===== src/rtl/uart_tx_engine.sv =====
// UART transmitter with a word FIFO in front of a start/data/parity/stop serialiser.
// Frames go out back-to-back: the end of a stop bit pops the next queued word directly into START.
module uart_tx_engine #(
  parameter int CLKS_PER_BIT = 50,
  parameter int DATA_BITS    = 8,
  parameter int PARITY_MODE  = 0,
  parameter int STOP_BITS    = 1,
  parameter int FIFO_DEPTH   = 4
) (
  input  logic                          UART_clk,
  input  logic                          reset_b,
  input  logic                          TX_en,
  input  logic [DATA_BITS-1:0]          Word_To_Send,
  output logic                          TX_Ready,
  output logic                          TX_Busy,
  output logic [$clog2(FIFO_DEPTH):0]   FIFO_Count,
  output logic                          RsTx
);

  localparam int AW  = $clog2(FIFO_DEPTH);
  localparam int BCW = $clog2(CLKS_PER_BIT);
  localparam int BIW = $clog2(DATA_BITS);
  localparam logic [BCW-1:0] BAUD_TC   = BCW'(CLKS_PER_BIT - 1);
  localparam logic [BIW-1:0] LAST_BIT  = BIW'(DATA_BITS - 1);
  localparam logic [AW:0]    FULL      = (AW + 1)'(FIFO_DEPTH);
  localparam logic           LAST_STOP = (STOP_BITS == 2);
  localparam logic           ODD       = (PARITY_MODE == 2);

  typedef enum logic [2:0] {S_IDLE, S_START, S_DATA, S_PARITY, S_STOP} state_t;

  logic [DATA_BITS-1:0] r_mem [FIFO_DEPTH];
  logic [AW-1:0]        r_wr_ptr, r_rd_ptr;
  logic [AW:0]          r_count;
  state_t               r_state, w_state_n;
  logic [BCW-1:0]       r_baud, w_baud_n;
  logic [BIW-1:0]       r_bit, w_bit_n;
  logic                 r_stop, w_stop_n;
  logic [DATA_BITS-1:0] r_shift, w_shift_n;
  logic                 r_par, w_par_n;
  logic                 r_tx, w_tx_n;
  logic                 r_busy;
  logic                 w_push, w_pop, w_tc, w_avail;
  logic [DATA_BITS-1:0] w_head;

  assign TX_Ready   = (r_count != FULL);
  assign TX_Busy    = r_busy;
  assign FIFO_Count = r_count;
  assign RsTx       = r_tx;

  assign w_push  = TX_en & TX_Ready;
  assign w_avail = (r_count != '0);
  assign w_head  = r_mem[r_rd_ptr];
  assign w_tc    = (r_baud == BAUD_TC);

  always_ff @(posedge UART_clk) begin
    if (w_push) r_mem[r_wr_ptr] <= Word_To_Send;
  end

  // Depth is a power of two, so the pointers wrap on natural overflow
  always_ff @(posedge UART_clk or negedge reset_b) begin
    if (!reset_b) begin
      r_wr_ptr <= '0;
      r_rd_ptr <= '0;
      r_count  <= '0;
    end else begin
      if (w_push) r_wr_ptr <= r_wr_ptr + AW'(1);
      if (w_pop)  r_rd_ptr <= r_rd_ptr + AW'(1);
      case ({w_push, w_pop})
        2'b10:   r_count <= r_count + (AW + 1)'(1);
        2'b01:   r_count <= r_count - (AW + 1)'(1);
        default: r_count <= r_count;
      endcase
    end
  end

  always_comb begin
    w_state_n = r_state;
    w_baud_n  = w_tc ? '0 : r_baud + BCW'(1);
    w_bit_n   = r_bit;
    w_stop_n  = r_stop;
    w_shift_n = r_shift;
    w_par_n   = r_par;
    w_pop     = 1'b0;
    unique case (r_state)
      S_IDLE: begin
        w_baud_n = '0;
        if (w_avail) begin
          w_pop     = 1'b1;
          w_shift_n = w_head;
          w_par_n   = (^w_head) ^ ODD;
          w_bit_n   = '0;
          w_stop_n  = 1'b0;
          w_state_n = S_START;
        end
      end
      S_START: if (w_tc) w_state_n = S_DATA;
      S_DATA: begin
        if (w_tc) begin
          w_shift_n = r_shift >> 1;
          if (r_bit == LAST_BIT) begin
            w_bit_n   = '0;
            w_state_n = (PARITY_MODE != 0) ? S_PARITY : S_STOP;
          end else begin
            w_bit_n = r_bit + BIW'(1);
          end
        end
      end
      S_PARITY: if (w_tc) w_state_n = S_STOP;
      S_STOP: begin
        if (w_tc) begin
          if (r_stop == LAST_STOP) begin
            w_stop_n = 1'b0;
            // Chain straight into the next frame when a word is waiting
            if (w_avail) begin
              w_pop     = 1'b1;
              w_shift_n = w_head;
              w_par_n   = (^w_head) ^ ODD;
              w_bit_n   = '0;
              w_state_n = S_START;
            end else begin
              w_state_n = S_IDLE;
            end
          end else begin
            w_stop_n = 1'b1;
          end
        end
      end
      default: w_state_n = S_IDLE;
    endcase

    // Line level is decoded from the next state so RsTx comes straight from a flop
    case (w_state_n)
      S_START:  w_tx_n = 1'b0;
      S_DATA:   w_tx_n = w_shift_n[0];
      S_PARITY: w_tx_n = w_par_n;
      default:  w_tx_n = 1'b1;
    endcase
  end

  always_ff @(posedge UART_clk or negedge reset_b) begin
    if (!reset_b) begin
      r_state <= S_IDLE;
      r_baud  <= '0;
      r_bit   <= '0;
      r_stop  <= 1'b0;
      r_tx    <= 1'b1;
      r_busy  <= 1'b0;
    end else begin
      r_state <= w_state_n;
      r_baud  <= w_baud_n;
      r_bit   <= w_bit_n;
      r_stop  <= w_stop_n;
      r_tx    <= w_tx_n;
      r_busy  <= (w_state_n != S_IDLE);
    end
  end

  always_ff @(posedge UART_clk) begin
    r_shift <= w_shift_n;
    r_par   <= w_par_n;
  end

endmodule


===== config.mk =====
export PLATFORM = sky130hd
export DESIGN_NAME = uart_tx_engine
export DESIGN_NICKNAME = d
export VERILOG_FILES = /design/src/rtl/uart_tx_engine.sv
export SDC_FILE = /design/constraint.sdc
export NUM_CORES = 1
export LEC_CHECK = 0
export ABC_CLOCK_PERIOD_IN_PS = 2400
export BUFFER_PORTS_ARGS = -buffer_cell sky130_fd_sc_hd__clkbuf_2
export CORE_ASPECT_RATIO = 1.25
export CORE_UTILIZATION = 50
export DETAILED_ROUTE_END_ITERATION = 7
export GPL_ROUTABILITY_DRIVEN = 0
export GPL_TIMING_DRIVEN = 0
export HOLD_SLACK_MARGIN = 0.1
export PLACE_DENSITY_LB_ADDON = 0.1
export SETUP_SLACK_MARGIN = 0.5
export SLEW_MARGIN = 5
export SYNTH_ARGS = -nofsm -noshare
export SYNTH_HDL_FRONTEND = slang
export SYNTH_SLANG_ARGS = --single-unit
export TNS_END_PERCENT = 50

===== constraint.sdc =====
create_clock -name UART_clk -period 2.4 [get_ports UART_clk]
set_input_delay 0.48 -clock UART_clk [delete_from_list [all_inputs] [get_ports UART_clk]]
set_output_delay 0.48 -clock UART_clk [all_outputs]
set_load 0.05 [all_outputs]

* Word-level counts from Yosys, hierarchy flattened
Memory sizes are Yosys's and may differ from the RTL's. Index checks and enable logic that the tools add are counted.
Cells by class: reduce and logical (&&, ||, !) cells 9, equality and inequality tests 16, $add $sub $neg 6, bitwise logic cells 1, mux-type cells 38
Operators by type and width (count):
- 2-to-1 mux 3 bit | 12
- 2-to-1 mux 8 bit | 4
- one-hot mux 8 bit (3 select lines) | 1
- one-hot mux 3 bit (5 select lines) | 1
- equality test 3 x 2 -> 1 bit, second input constant | 4
- 2-to-1 mux 1 bit | 12
- 2-to-1 mux 6 bit | 2
- one-hot mux 3 bit (3 select lines) | 1
- nonzero test 3 bit | 3
- inequality test 2 bit, second input constant | 4
- XOR reduction 8 bit | 1
- adder 3 x 1 -> 3 bit, second input constant | 2
- adder 6 x 1 -> 6 bit, second input constant | 1
- equality test 3 x 1 -> 1 bit, second input constant | 2
- equality test 3 bit, second input constant | 2
- equality test 6 bit, second input constant | 1
- one-hot mux 1 bit (2 select lines) | 3
- one-hot mux 3 bit (2 select lines) | 1
- adder 2 x 1 -> 2 bit, second input constant | 2
- AND reduction 4 bit | 1
- nonzero test 2 bit | 2
- zero test 3 bit | 1
- inequality test 3 bit, second input constant | 1
- one-hot mux 1 bit (3 select lines) | 1
- other kinds (5) | 5
Word-level totals: memory bits (writable) 32, bits in registers 31, input port bits 11, memories 1, logic and storage cells 83, output and inout port bits 6
Memories:
- r_mem | depth 4, width 8, read ports 1, clocked after Yosys merged registers in 0, wr ports 1, line 31 | logic [DATA_BITS-1:0] r_mem [FIFO_DEPTH];

* Depth between registers and ports, before layout
depth in word-level cells 7, depth in mapped cells 12, depth with buffers taken out 11

* Worst setup path after synthesis
No wires, ideal clock.
path type flip-flop to flip-flop, start reg r_count[2] (netlist: FIFO_Count[2]), end reg r_count[2] (netlist: FIFO_Count[2]), arrival time 2.676 ns, setup slack -0.358 ns, clock period less this slack 2.758 ns, library setup time 0.082 ns, data required time 2.318 ns, buffers on the path 1, stages on the path, launching flop included 11, cell sequence dfrtp_1 nor3_1 buf_1 or3_1 nor2_1 ha_1 inv_1 fa_1 xor2_1 nor2_1 xor2_1
On the way: cells in the longest elaborated chain, start to end 7, elaborated cells between the ends (all ways) 13, those cells by class add/sub: 2; eq/ne: 3; mux: 5; bitwise: 1; reduce/logical: 2
RTL lines:
- from (decl) | line 33 | logic [AW:0] r_count;
- from (signal assigned) | line 69 | 2'b10: r_count <= r_count + (AW + 1)'(1);
- from (signal assigned) | line 70 | 2'b01: r_count <= r_count - (AW + 1)'(1);
- from (signal assigned) | line 71 | default: r_count <= r_count;
- nonzero test 3 bit * | line 51 | assign w_avail = (r_count != '0);
- 2-to-1 mux 1 bit * | line 87, 114
- 2-to-1 mux 1 bit | line 111 | if (r_stop == LAST_STOP) begin
- 2-to-1 mux 1 bit | line 110 | if (w_tc) begin
- one-hot mux 1 bit (2 select lines) * | line 84 | unique case (r_state)
- via w_pop | line 42 | logic w_push, w_pop, w_tc, w_avail;
- equality test 2 x 1 -> 1 bit or equality test 2 bit (tied branches) | line 68 | case ({w_push, w_pop})
- one-hot mux 3 bit (2 select lines) or nonzero test 2 bit (tied branches)
The timed path passes the listed nets; every way through them passes the cells marked *. A chain may end at the register's enable or synchronous reset.

* Worst setup path after layout
start reg r_baud[1], end reg r_count[2] (netlist: FIFO_Count[2])
On the way: cells in the longest elaborated chain, start to end 5, elaborated cells between the ends (all ways) 7, those cells by class eq/ne: 3; mux: 3; reduce/logical: 1
RTL lines:
- from (decl) | line 35 | logic [BCW-1:0] r_baud, w_baud_n;
- from (signal assigned) | line 150 | r_baud <= w_baud_n;
- equality test 6 bit * | line 53 | assign w_tc = (r_baud == BAUD_TC);
- 2-to-1 mux 1 bit * | line 110
- one-hot mux 1 bit (2 select lines) * | line 84
- via w_pop | line 42
- equality test 2 x 1 -> 1 bit or equality test 2 bit (tied branches) | line 68
- one-hot mux 3 bit (2 select lines) or nonzero test 2 bit (tied branches)
Marks and branches as above.

==> metrics.txt <==
status=finished, violations left; failing checks=setup timing; Worst Path Required=2670 ps; TritonRoute pass-1 iters=4; DRC Markers=0; endpoints failing hold=0; Worst setup EP type=register; Setup Skew=9.278 ps; die height=85.35 um; highest clock rate=415.1 MHz; post-synth top area share=42.14%; hpwl dp=3314 um; dominant cell type by area after synthesis=edfxtp_1; Critical Path Stages=12; DR vias=1638; Post-Syn Area=2779 um^2; Tot GR Track Use=19.23%; number of synthesized flops with an enable pin=39; Least-Margin Pin Slew=549.9 ps; PwrDens=892.2 nW/um^2; synth unique cells=41; class of the worst hold path=input pin to asynchronous set/reset pin; CP Class=register to register; top post-synthesis cells by area=edfxtp_1, dfrtp_1, mux4_2; CP cell instances=inv_1 -> ha_1 -> or3b_4 -> buf_6 -> o21a_4 -> nor2_4 -> ha_4 -> inv_2 -> fa_2 -> xor2_1 -> nor2_1 -> xor2_1; pre-CTS setup slack=-133.4 ps; post-synthesis sequential area ratio=62.54%; crit path DAT=2680 ps; top_reg_cell synth=edfxtp_1; net switching power=0.8774 mW; Core Box Area=5405 um^2; Net Sw Frac=29.29%; effective utilization at floorplan=51.41%; Slowest Stage Delay on Critical Path=390 ps; Via density=5.478; flops & latches, synth=62; maxcap violations=0; crit-path leading delay family=simple AND/OR/NAND/NOR gates; CTS tree=done; clk_lat worst skew=340 ps; Layout Cell Area excl Fill=3357 um^2; largest net degree at the start of global routing=22; Finished Core Util=62.11%; Gate power share=21.6%; Boundary Pins=17; count of final setup violators=1; total power=2.995 mW; Slew Limit Fails=0; VDD IR-drop max=0.7650 mV; Synth warnings=0; Mapped Nets=216; CTS H-Tree Depth=3; RSZ-0062 raised after global routing=true; root buffer cell=clkbuf_8; CTS Buffer Depth=2; global route overflow=0; Die ar.=5862 um^2; initial antenna violation count=0; worst reg2reg path startpoint=r_baud[1]; # nets final=251; commonest cells after routing, fill and taps aside=edfxtp_1, dfrtp_1, clkbuf_2, nor2_1, xnor2_1; Slew headroom=63.34%; Seq pwr share=45.7%; Area Overhead vs Synth=20.80%; placed cell area=2990 um^2; Avg Inst Size Synth=14.25 um^2; min cycle time layout=2409 ps; Leak=1.317 nW; routed len/inst=16.44 um; post-synthesis cell count=195; first-pass GRT wire length=7824 um; Row Count=30; min setup slack post-route=-9.281 ps; Reg clk slew, reported paths=70 ps; register-to-register setup slack=-9 ps; total CTS buffers=9; Clock Power Share=32.7%; crit-path max FO=2; share of layout cells above drive strength 1=35.74%; post-detailed-route count of antenna-violating nets=0; # clock sinks=62; Worst Setup SP=r_baud[1]; crit path max-delay cell type=dfrtp_1; asr flop ratio synth=33.87%; R2R cell count=12; part of the cycle the worst path needs=100.4%; DP Cell Count=275; final wirelength=4916 um; Port Buffer Count=16; final std cells w/o fill=299; drt initial violations=74; CP Buf/Inv Count=3; internal power=2.118 mW; antenna cells=0; Most common cell on crit path=xor2_1; reg2reg end=FIFO_Count[2]; Startpoint Class=register; commonest non-fill, non-tap cell in the layout=edfxtp_1; vias in the first global route=1700; Die Span X=68.68 um
## worst register-to-register path, stage by stage (launching register included)
cell and delay [ps]:
dfrtp_1 390, inv_1 60, ha_1 130, or3b_4 380, buf_6 130, o21a_4 200
nor2_4 120, ha_4 150, inv_2 40, fa_2 330, xor2_1 150, nor2_1 130
xor2_1 140
## worst max path at each step
stage	end
after floorplan	FIFO_Count[2]
after global placement	FIFO_Count[2]
after detailed placement	FIFO_Count[2]
after CTS	FIFO_Count[2]
after global routing	FIFO_Count[2]
final	FIFO_Count[2]
## metal layers
layer  vias up  routed length, um  global-route usage (%)
met5         -                  0                       0
met4         0                 92                   10.04
met3         9                125                   4.435
met2        27               2828                   33.96
met1       824               1869                   20.45
li1        778                  -                       -
## kinds of logic after synthesis
kind of cell	after synthesis	share of synthesized area [%]
buffers and inverters	16	2.611
XOR/XNOR	17	5.358
AO/OA/AOI/OAI	24	5.944
adder cells (fa/ha/maj)	10	4.773
flip-flops	62	62.54
multiplexers	16	9.365
AND/OR/NAND/NOR	50	9.411
## Yosys cell counts (all sizes together) (4+ instances only)
master and count:
nand3 4, ha 9, nand2 12, nor2 14, or3 4, mux2i 8
o21ai 11, dfrtp 20, xor2 5, and3 4, mux4 8, clkbuf 4
edfxtp 39, nor3 4, xnor2 12, inv 9
## metrics by stage
step	setup TNS [ps]	hold slack (ps)
finish	-9.281	112.3
CTS	-10.27	114.1
global placement	-60.85	471.5
floorplan	0	184.4
detailed placement	-151.4	484.1
global route	-148.2	130.0
## power groups by stage
stage	clock (mW)	sequential (mW)	combinational [mW]
final	0.981	1.37	0.646
after global routing	1.05	1.38	0.705
after CTS	1.00	1.37	0.660
after detailed placement	0	1.39	0.648
after global placement	0	1.38	0.606
after floorplan	0	1.47	0.392
## area by class of cell
class | instances | area, um^2
fillers | 428 | 2048
clock inverters | 6 | 86.33
plain buffers | 7 | 61.31
clock buffers | 10 | 127.6
flip-flops and latches | 62 | 1742
repair buffers | 24 | 143.9
well taps | 64 | 80.08
inverters | 9 | 33.78
multi-input cells | 117 | 1082
## what timing repair did
action | 4_1_cts | 5_1_grt
hold buffers | 0 | 0
pin swaps | 11 | 5
resized for setup | 23 | 9
gates cloned | 0 | 0
buffers inserted | 8 | 0
endpoints found under the setup margin | 25 | 34
## sequential cells by signal, summed over array words and instances (netlist names)
register	count
r_par	1
FIFO_Count	3
r_wr_ptr	2
r_rd_ptr	2
r_state	3
r_baud	6
TX_Busy	1
RsTx	1
r_bit	3
r_mem	32
r_shift	8
No activity file was read; power rests on OpenSTA's default activity.
